$ cat config.mk
export PLATFORM = sky130hd
export DESIGN_NAME = ac97_frame_rx_flat
export DESIGN_NICKNAME = d
export VERILOG_FILES = /design/src/rtl/ac97_frame_rx_if.sv /design/src/rtl/ac97_frame_rx.sv /design/src/flat_wrapper.sv
export SDC_FILE = /design/constraint.sdc
export NUM_CORES = 1
export LEC_CHECK = 0
export BUFFER_PORTS_ARGS = -buffer_cell sky130_fd_sc_hd__buf_4
export CAP_MARGIN = 20
export CORE_MARGIN = 3
export CORE_UTILIZATION = 52
export DETAILED_ROUTE_END_ITERATION = 16
export HOLD_SLACK_MARGIN = 0.02
export PLACE_DENSITY = 0.74
export SYNTH_ARGS = -nofsm -noshare
export SYNTH_HDL_FRONTEND = slang
export SYNTH_SLANG_ARGS = --single-unit
$ cat constraint.sdc
create_clock -name ac97_bitclk -period 6.6 [get_ports ac97_bitclk]
set_clock_uncertainty 0.15 [all_clocks]
set_input_delay 1.98 -clock ac97_bitclk [delete_from_list [all_inputs] [get_ports ac97_bitclk]]
set_output_delay 1.98 -clock ac97_bitclk [all_outputs]
set_load 0.02 [all_outputs]
$ cat src/rtl/ac97_frame_rx_if.sv
// Bundles the frame input, register-response outputs and the PCM capture stream of ac97_frame_rx.
// slave is the decoder side; master is the ACLink/consumer side.
interface ac97_frame_rx_if #(
  parameter int FIFO_DEPTH = 16
);
  localparam int LW = $clog2(FIFO_DEPTH) + 1;

  logic           ac97_strobe;
  logic [255:0]   ac97_in_frame;
  logic           codec_ready;
  logic           status_valid;
  logic [6:0]     status_addr;
  logic [15:0]    status_data;
  logic [15:0]    pwr_status;
  logic [31:0]    vendor_id;
  logic           pcm_valid;
  logic           pcm_ready;
  logic [31:0]    pcm_data;
  logic [LW-1:0]  pcm_level;
  logic           overflow;
  logic [7:0]     drop_count;

  modport slave (
    input  ac97_strobe, ac97_in_frame, pcm_ready,
    output codec_ready, status_valid, status_addr, status_data, pwr_status,
           vendor_id, pcm_valid, pcm_data, pcm_level, overflow, drop_count
  );

  modport master (
    output ac97_strobe, ac97_in_frame, pcm_ready,
    input  codec_ready, status_valid, status_addr, status_data, pwr_status,
           vendor_id, pcm_valid, pcm_data, pcm_level, overflow, drop_count
  );
endinterface

$ cat src/rtl/ac97_frame_rx.sv
// AC-link input frame decoder: codec-ready, register responses with 0x26/0x7C/0x7E cache, PCM capture FIFO.
// Optional: define AC97_RX_DROP_COUNT_EN to implement the saturating drop_count counter.
module ac97_frame_rx #(
  parameter int FIFO_DEPTH = 16
) (
  input  logic           ac97_bitclk,
  input  logic           ac97_rst_b,
  ac97_frame_rx_if.slave bus
);
  localparam int AW = $clog2(FIFO_DEPTH);
  localparam int LW = AW + 1;

  typedef struct packed {
    logic [4:0]  tag;
    logic [6:0]  idx;
    logic [15:0] rdata;
    logic [15:0] left;
    logic [15:0] right;
  } s0_t;

  // Slots arrive MSB first: slot bit 19 sits at the lowest frame index of the slot.
  function automatic logic [15:0] field16(input logic [255:0] f, input int base);
    logic [15:0] r;
    r = '0;
    for (int i = 0; i < 16; i++) r[15-i] = f[base+i];
    return r;
  endfunction

  s0_t  s0_d, s0_q;
  logic s0_vld;

  always_comb begin
    s0_d       = '0;
    s0_d.tag   = bus.ac97_in_frame[4:0];
    for (int i = 0; i < 7; i++) s0_d.idx[6-i] = bus.ac97_in_frame[17+i];
    s0_d.rdata = field16(bus.ac97_in_frame, 36);
    s0_d.left  = field16(bus.ac97_in_frame, 56);
    s0_d.right = field16(bus.ac97_in_frame, 76);
  end

  logic unused_frame_bits;
  assign unused_frame_bits = ^{bus.ac97_in_frame[255:92], bus.ac97_in_frame[75:72],
                               bus.ac97_in_frame[55:52], bus.ac97_in_frame[35:24],
                               bus.ac97_in_frame[16:5]};

  always_ff @(posedge ac97_bitclk) begin
    if (!ac97_rst_b) begin
      s0_q   <= '0;
      s0_vld <= 1'b0;
    end else begin
      s0_vld <= bus.ac97_strobe;
      if (bus.ac97_strobe) s0_q <= s0_d;
    end
  end

  logic        rsp_hit, push;
  logic [31:0] push_data;
  assign rsp_hit   = s0_vld & s0_q.tag[0] & s0_q.tag[1] & s0_q.tag[2];
  assign push      = s0_vld & s0_q.tag[0] & (s0_q.tag[3] | s0_q.tag[4]);
  assign push_data = {s0_q.tag[3] ? s0_q.left : 16'h0, s0_q.tag[4] ? s0_q.right : 16'h0};

  logic        codec_ready_q, status_valid_q;
  logic [6:0]  status_addr_q;
  logic [15:0] status_data_q, pwr_status_q;
  logic [31:0] vendor_id_q;

  always_ff @(posedge ac97_bitclk) begin
    if (!ac97_rst_b) begin
      codec_ready_q  <= 1'b0;
      status_valid_q <= 1'b0;
      status_addr_q  <= '0;
      status_data_q  <= '0;
      pwr_status_q   <= '0;
      vendor_id_q    <= '0;
    end else begin
      status_valid_q <= rsp_hit;
      if (s0_vld) codec_ready_q <= s0_q.tag[0];
      if (rsp_hit) begin
        status_addr_q <= s0_q.idx;
        status_data_q <= s0_q.rdata;
        case (s0_q.idx)
          7'h26:   pwr_status_q       <= s0_q.rdata;
          7'h7C:   vendor_id_q[31:16] <= s0_q.rdata;
          7'h7E:   vendor_id_q[15:0]  <= s0_q.rdata;
          default: ;
        endcase
      end
    end
  end

  // Capture FIFO: a pop frees the slot a same-cycle push needs when full.
  logic [31:0]   mem [FIFO_DEPTH];
  logic [AW-1:0] wr_ptr, rd_ptr;
  logic [LW-1:0] level;
  logic          empty, full, pop, accept, drop, overflow_q;

  assign empty  = (level == '0);
  assign full   = (level == LW'(FIFO_DEPTH));
  assign pop    = !empty & bus.pcm_ready;
  assign accept = push & (!full | pop);
  assign drop   = push & full & !pop;

  always_ff @(posedge ac97_bitclk) begin
    if (!ac97_rst_b) begin
      wr_ptr     <= '0;
      rd_ptr     <= '0;
      level      <= '0;
      overflow_q <= 1'b0;
    end else begin
      if (accept) wr_ptr <= wr_ptr + 1'b1;
      if (pop)    rd_ptr <= rd_ptr + 1'b1;
      if (accept && !pop)      level <= level + 1'b1;
      else if (pop && !accept) level <= level - 1'b1;
      if (drop) overflow_q <= 1'b1;
    end
  end

  always_ff @(posedge ac97_bitclk) begin
    if (ac97_rst_b && accept) mem[wr_ptr] <= push_data;
  end

`ifdef AC97_RX_DROP_COUNT_EN
  logic [7:0] drop_cnt;
  always_ff @(posedge ac97_bitclk) begin
    if (!ac97_rst_b)                   drop_cnt <= '0;
    else if (drop && drop_cnt != 8'hFF) drop_cnt <= drop_cnt + 1'b1;
  end
  assign bus.drop_count = drop_cnt;
`else
  assign bus.drop_count = '0;
`endif

  assign bus.codec_ready  = codec_ready_q;
  assign bus.status_valid = status_valid_q;
  assign bus.status_addr  = status_addr_q;
  assign bus.status_data  = status_data_q;
  assign bus.pwr_status   = pwr_status_q;
  assign bus.vendor_id    = vendor_id_q;
  assign bus.pcm_valid    = !empty;
  assign bus.pcm_data     = empty ? 32'h0 : mem[rd_ptr];
  assign bus.pcm_level    = level;
  assign bus.overflow     = overflow_q;
endmodule

$ cat src/flat_wrapper.sv
// flat-port wrapper written by rule: the top's interface ports become plain ports
module ac97_frame_rx_flat 
#(
  parameter int FIFO_DEPTH = 16
)
  (ac97_bitclk, ac97_rst_b, bus_ac97_strobe, bus_ac97_in_frame, bus_pcm_ready, bus_codec_ready, bus_status_valid, bus_status_addr, bus_status_data, bus_pwr_status, bus_vendor_id, bus_pcm_valid, bus_pcm_data, bus_pcm_level, bus_overflow, bus_drop_count);
  ac97_frame_rx_if #(.FIFO_DEPTH(FIFO_DEPTH)) bus_i ();
  input  logic ac97_bitclk;
  input  logic ac97_rst_b;
  input wire logic [$bits(bus_i.ac97_strobe)-1:0] bus_ac97_strobe;
  input wire logic [$bits(bus_i.ac97_in_frame)-1:0] bus_ac97_in_frame;
  input wire logic [$bits(bus_i.pcm_ready)-1:0] bus_pcm_ready;
  output wire logic [$bits(bus_i.codec_ready)-1:0] bus_codec_ready;
  output wire logic [$bits(bus_i.status_valid)-1:0] bus_status_valid;
  output wire logic [$bits(bus_i.status_addr)-1:0] bus_status_addr;
  output wire logic [$bits(bus_i.status_data)-1:0] bus_status_data;
  output wire logic [$bits(bus_i.pwr_status)-1:0] bus_pwr_status;
  output wire logic [$bits(bus_i.vendor_id)-1:0] bus_vendor_id;
  output wire logic [$bits(bus_i.pcm_valid)-1:0] bus_pcm_valid;
  output wire logic [$bits(bus_i.pcm_data)-1:0] bus_pcm_data;
  output wire logic [$bits(bus_i.pcm_level)-1:0] bus_pcm_level;
  output wire logic [$bits(bus_i.overflow)-1:0] bus_overflow;
  output wire logic [$bits(bus_i.drop_count)-1:0] bus_drop_count;
  assign bus_i.ac97_strobe = bus_ac97_strobe;
  assign bus_i.ac97_in_frame = bus_ac97_in_frame;
  assign bus_i.pcm_ready = bus_pcm_ready;
  assign bus_codec_ready = bus_i.codec_ready;
  assign bus_status_valid = bus_i.status_valid;
  assign bus_status_addr = bus_i.status_addr;
  assign bus_status_data = bus_i.status_data;
  assign bus_pwr_status = bus_i.pwr_status;
  assign bus_vendor_id = bus_i.vendor_id;
  assign bus_pcm_valid = bus_i.pcm_valid;
  assign bus_pcm_data = bus_i.pcm_data;
  assign bus_pcm_level = bus_i.pcm_level;
  assign bus_overflow = bus_i.overflow;
  assign bus_drop_count = bus_i.drop_count;
  ac97_frame_rx #(.FIFO_DEPTH(FIFO_DEPTH)) u_core (.ac97_bitclk(ac97_bitclk), .ac97_rst_b(ac97_rst_b), .bus(bus_i));
endmodule
==> run summary <==
Final core occ -> 62.2%
Sequential cell area fraction in the yosys report -> 71.7%
Slowest stage delay, CP -> 0.74 ns
Final non-filler cell area -> 30000 um2
Final Instance Count excl. Fillers -> 2337
Die Area -> 52100 um2
Worst Hold Class -> flip-flop to flip-flop
R2r startpoint -> u_core.s0_q[59]
Final setup margin -> 1.07 ns
Vias/cell -> 5.83
CTS resizes -> 0
# hold bufs at CTS -> 0
CTS tree -> yes
Postcts setup bufs -> 0
#FFs+latches synth -> 664
Post-synth EDFFs -> 512
CP endpoint kind -> primary output
Compound-Gate Fraction of Synth Area -> 2.35%
DRC viols -> 0
Tot Pwr -> 9.62 mW
Pwr/cell area -> 320 nW/um2
Die Y-Extent -> 228 um
Largest family of logic cells by synthesized area -> multiplexers
Root Buffer -> clkbuf_16
Inserted Clock Buffers -> 68
Worst vdd ir -> 0.208 mV
Area growth syn-to-layout -> 16.9%
Nets -> 1895
Clock slew at reported path FFs -> 0.06 ns
Worst Path Max Fanout -> 19
CP arrival -> 3.40 ns
Gpl congestion -> 0.756
Fillers -> 3417
GRT overflow -> 0
Synth Area in XOR/XNOR -> 0.205%
Pre-CTS setup slack -> 1.70 ns
Synthesis Warnings -> 0
Wire per inst -> 24.9 um
Crit path top cell by count -> buf_4
Hold slack -> 0.313 ns
Post-Syn Area -> 25700 um2
# rows -> 80
Synth Instances -> 1426
Cell Chain, Critical Path -> or4_4 > o211ai_4 > buf_4 > nor2b_1 > a221o_1 > buf_4
Final worst path period need -> 5.53 ns
Static leakage -> 9.92 nW
Cells after DPL -> 2209
Dpl cell area -> 27800 um2
Starting Density -> 53.2%
Max-slew headroom -> 22.7%
Critical path type -> flip-flop to primary output
Main synth FF type -> edfxtp_1
Clk sinks -> 664
Fin. Hold Viols -> 0
Final ANT Viol Nets -> 0
Slowest cell on crit path -> o211ai_4
Post-synth ARST share -> 0%
Endpoints failing setup -> 0
Max-Cap Viols -> 0
Core ar. -> 48200 um2
DP Wirelength -> 32900 um
Clock Path Buffers -> 3
Via Count -> 13.6k
Final period util -> 83.8%
Fmax -> 181 MHz
First-pass GRT wire length -> 88400 um
Mux contribution to synthesized area -> 17.1%
# H-tree levels -> 3
DIE WIDTH -> 228 um
Vias in the first global route -> 14.4k
Unrepaired setup endpoints after global routing -> false
Count of cell types in the netlist -> 44
Crit path from -> u_core.bus.pcm_level[0]
Layout cells sized above 1 -> 30.0%
Clk_lat worst skew -> 0.59 ns
Total negative slack -> 0 ns
Slew Limit Fails -> 0
Critical Path RT -> 4.47 ns
Setup crit start kind -> flip-flop
Post-Synth Adder-Cell Area -> 0.565%
Worst-margin pin slew -> 1.16 ns
WL final -> 58100 um
Io pins -> 380
Pre-Repair DR Iteration Count -> 5
Simple-gate share of the synthesized area -> 6.20%
Worst Hold Launch -> u_core.bus.vendor_id[2]
Antenna violations before repair -> 1
GRT Total Usage -> 22.5%
Largest net degree at the start of global routing -> 87
Outcome -> finished clean
Initial DRC count -> 1217
Synth Area per Inst -> 18.0 um2
Number of port buffers -> 175
-- worst max-delay path: cells and delay by family, from the launching register on --
kind            cells  cell delay (ns)
simple gates        2             0.72
buf+inv             2             0.61
compound gates      2             1.08
flops               1             0.40
-- path summary, 6_finish.rpt --
path / end / slack, ns / cells past startpoint
worst max-delay path: bus_pcm_data[27] / 1.07 / 6
worst min-delay path: u_core.bus.vendor_id[2] / 0.31 / 2
worst max register to register: u_core.mem[8][12] / 2.74 / 5
worst min register to register: u_core.bus.vendor_id[2] / 0.31 / 2
-- cell usage in the layout (no fill, tap or decap), types with 11 or more instances in the layout --
master,n
edfxtp_1,512
buf_4,207
dfxtp_1,149
mux4_2,128
nand2_1,119
mux2i_1,114
nor2b_1,96
clkbuf_16,70
and2_1,41
mux2_2,32
a221o_1,32
a21boi_0,23
nor2_4,13
clkinv_2,13
clkbuf_1,12
clkinv_1,11
-- logic make-up after synthesis --
family	count (synthesis)
compound gates	71
xor+xnor	6
fa+ha+maj	11
buf+inv	95
flops	664
mux	274
other cells	1
simple gates	304
-- power breakdown --
part / internal, mW / total, mW / switching (mW)
sequential: 4.50 / 4.60 / 0.102
combinational: 0.644 / 1.31 / 0.665
clock: 2.14 / 3.71 / 1.57
-- synth_stat cells (2+ instances only) --
| library cell | number | area (um2) |
|---|---|---|
| edfxtp_1 | 512 | 15400 |
| dfxtp_1 | 152 | 3040 |
| mux4_2 | 128 | 2880 |
| nand2_1 | 119 | 447 |
| mux2i_1 | 114 | 1140 |
| nor2b_1 | 98 | 613 |
| and2_1 | 41 | 257 |
| clkbuf_1 | 37 | 139 |
| a221o_1 | 32 | 320 |
| mux2_2 | 32 | 360 |
| a21boi_0 | 23 | 173 |
| buf_2 | 19 | 95.1 |
| buf_4 | 15 | 113 |
| nor2_1 | 15 | 56.3 |
| buf_1 | 14 | 52.6 |
| ha_1 | 10 | 125 |
| nand3_1 | 8 | 40.0 |
| nand2b_1 | 7 | 43.8 |
| nor3_1 | 6 | 30.0 |
| buf_6 | 5 | 56.3 |
| inv_1 | 5 | 18.8 |
| xnor2_1 | 5 | 43.8 |
| o21a_1 | 3 | 22.5 |
| o21ai_0 | 3 | 15.0 |
| a21oi_1 | 2 | 10.0 |
| nand4_2 | 2 | 25.0 |
| o211ai_1 | 2 | 15.0 |
-- area by class of cell --
class	instances	area (um2)	share of cell area [%]
Sequential cell	664	18400	61.4
Multi-Input combinational cell	674	6950	23.1
Clock buffer	88	1880	6.26
Timing Repair Buffer	211	1630	5.41
Tap cell	656	821	2.73
Clock inverter	38	294	0.980
Inverter	5	18.8	0.0625
Antenna cell	1	2.50	0.00834
-- sequential cells by signal, summed over array words and instances, names as in the netlist, named ones only --
| signal | cells |
|---|---|
| u_core.wr_ptr | 4 |
| u_core.s0_vld | 1 |
| u_core.bus.overflow | 1 |
| u_core.bus.pcm_level | 5 |
| u_core.bus.status_valid | 1 |
| u_core.mem | 512 |
| u_core.rd_ptr | 4 |
| u_core.bus.codec_ready | 1 |
| u_core.s0_q | 60 |
| u_core.bus.status_addr | 7 |
| u_core.bus.status_data | 16 |
| u_core.bus.pwr_status | 16 |
| u_core.bus.vendor_id | 32 |
-- metal layers --
layer  vias to the layer above  share of wire, %  global-route usage [%]  routed length, um
met5                         -                 0                       0                  0
met4                         0               1.9                    6.67               1100
met3                        77               9.3                    6.50               5410
met2                       551                48                    35.8              28000
met1                      7085                41                    30.6              23600
li1                       5904                 -                       -                  -
Power figures use the tool's default switching activity.
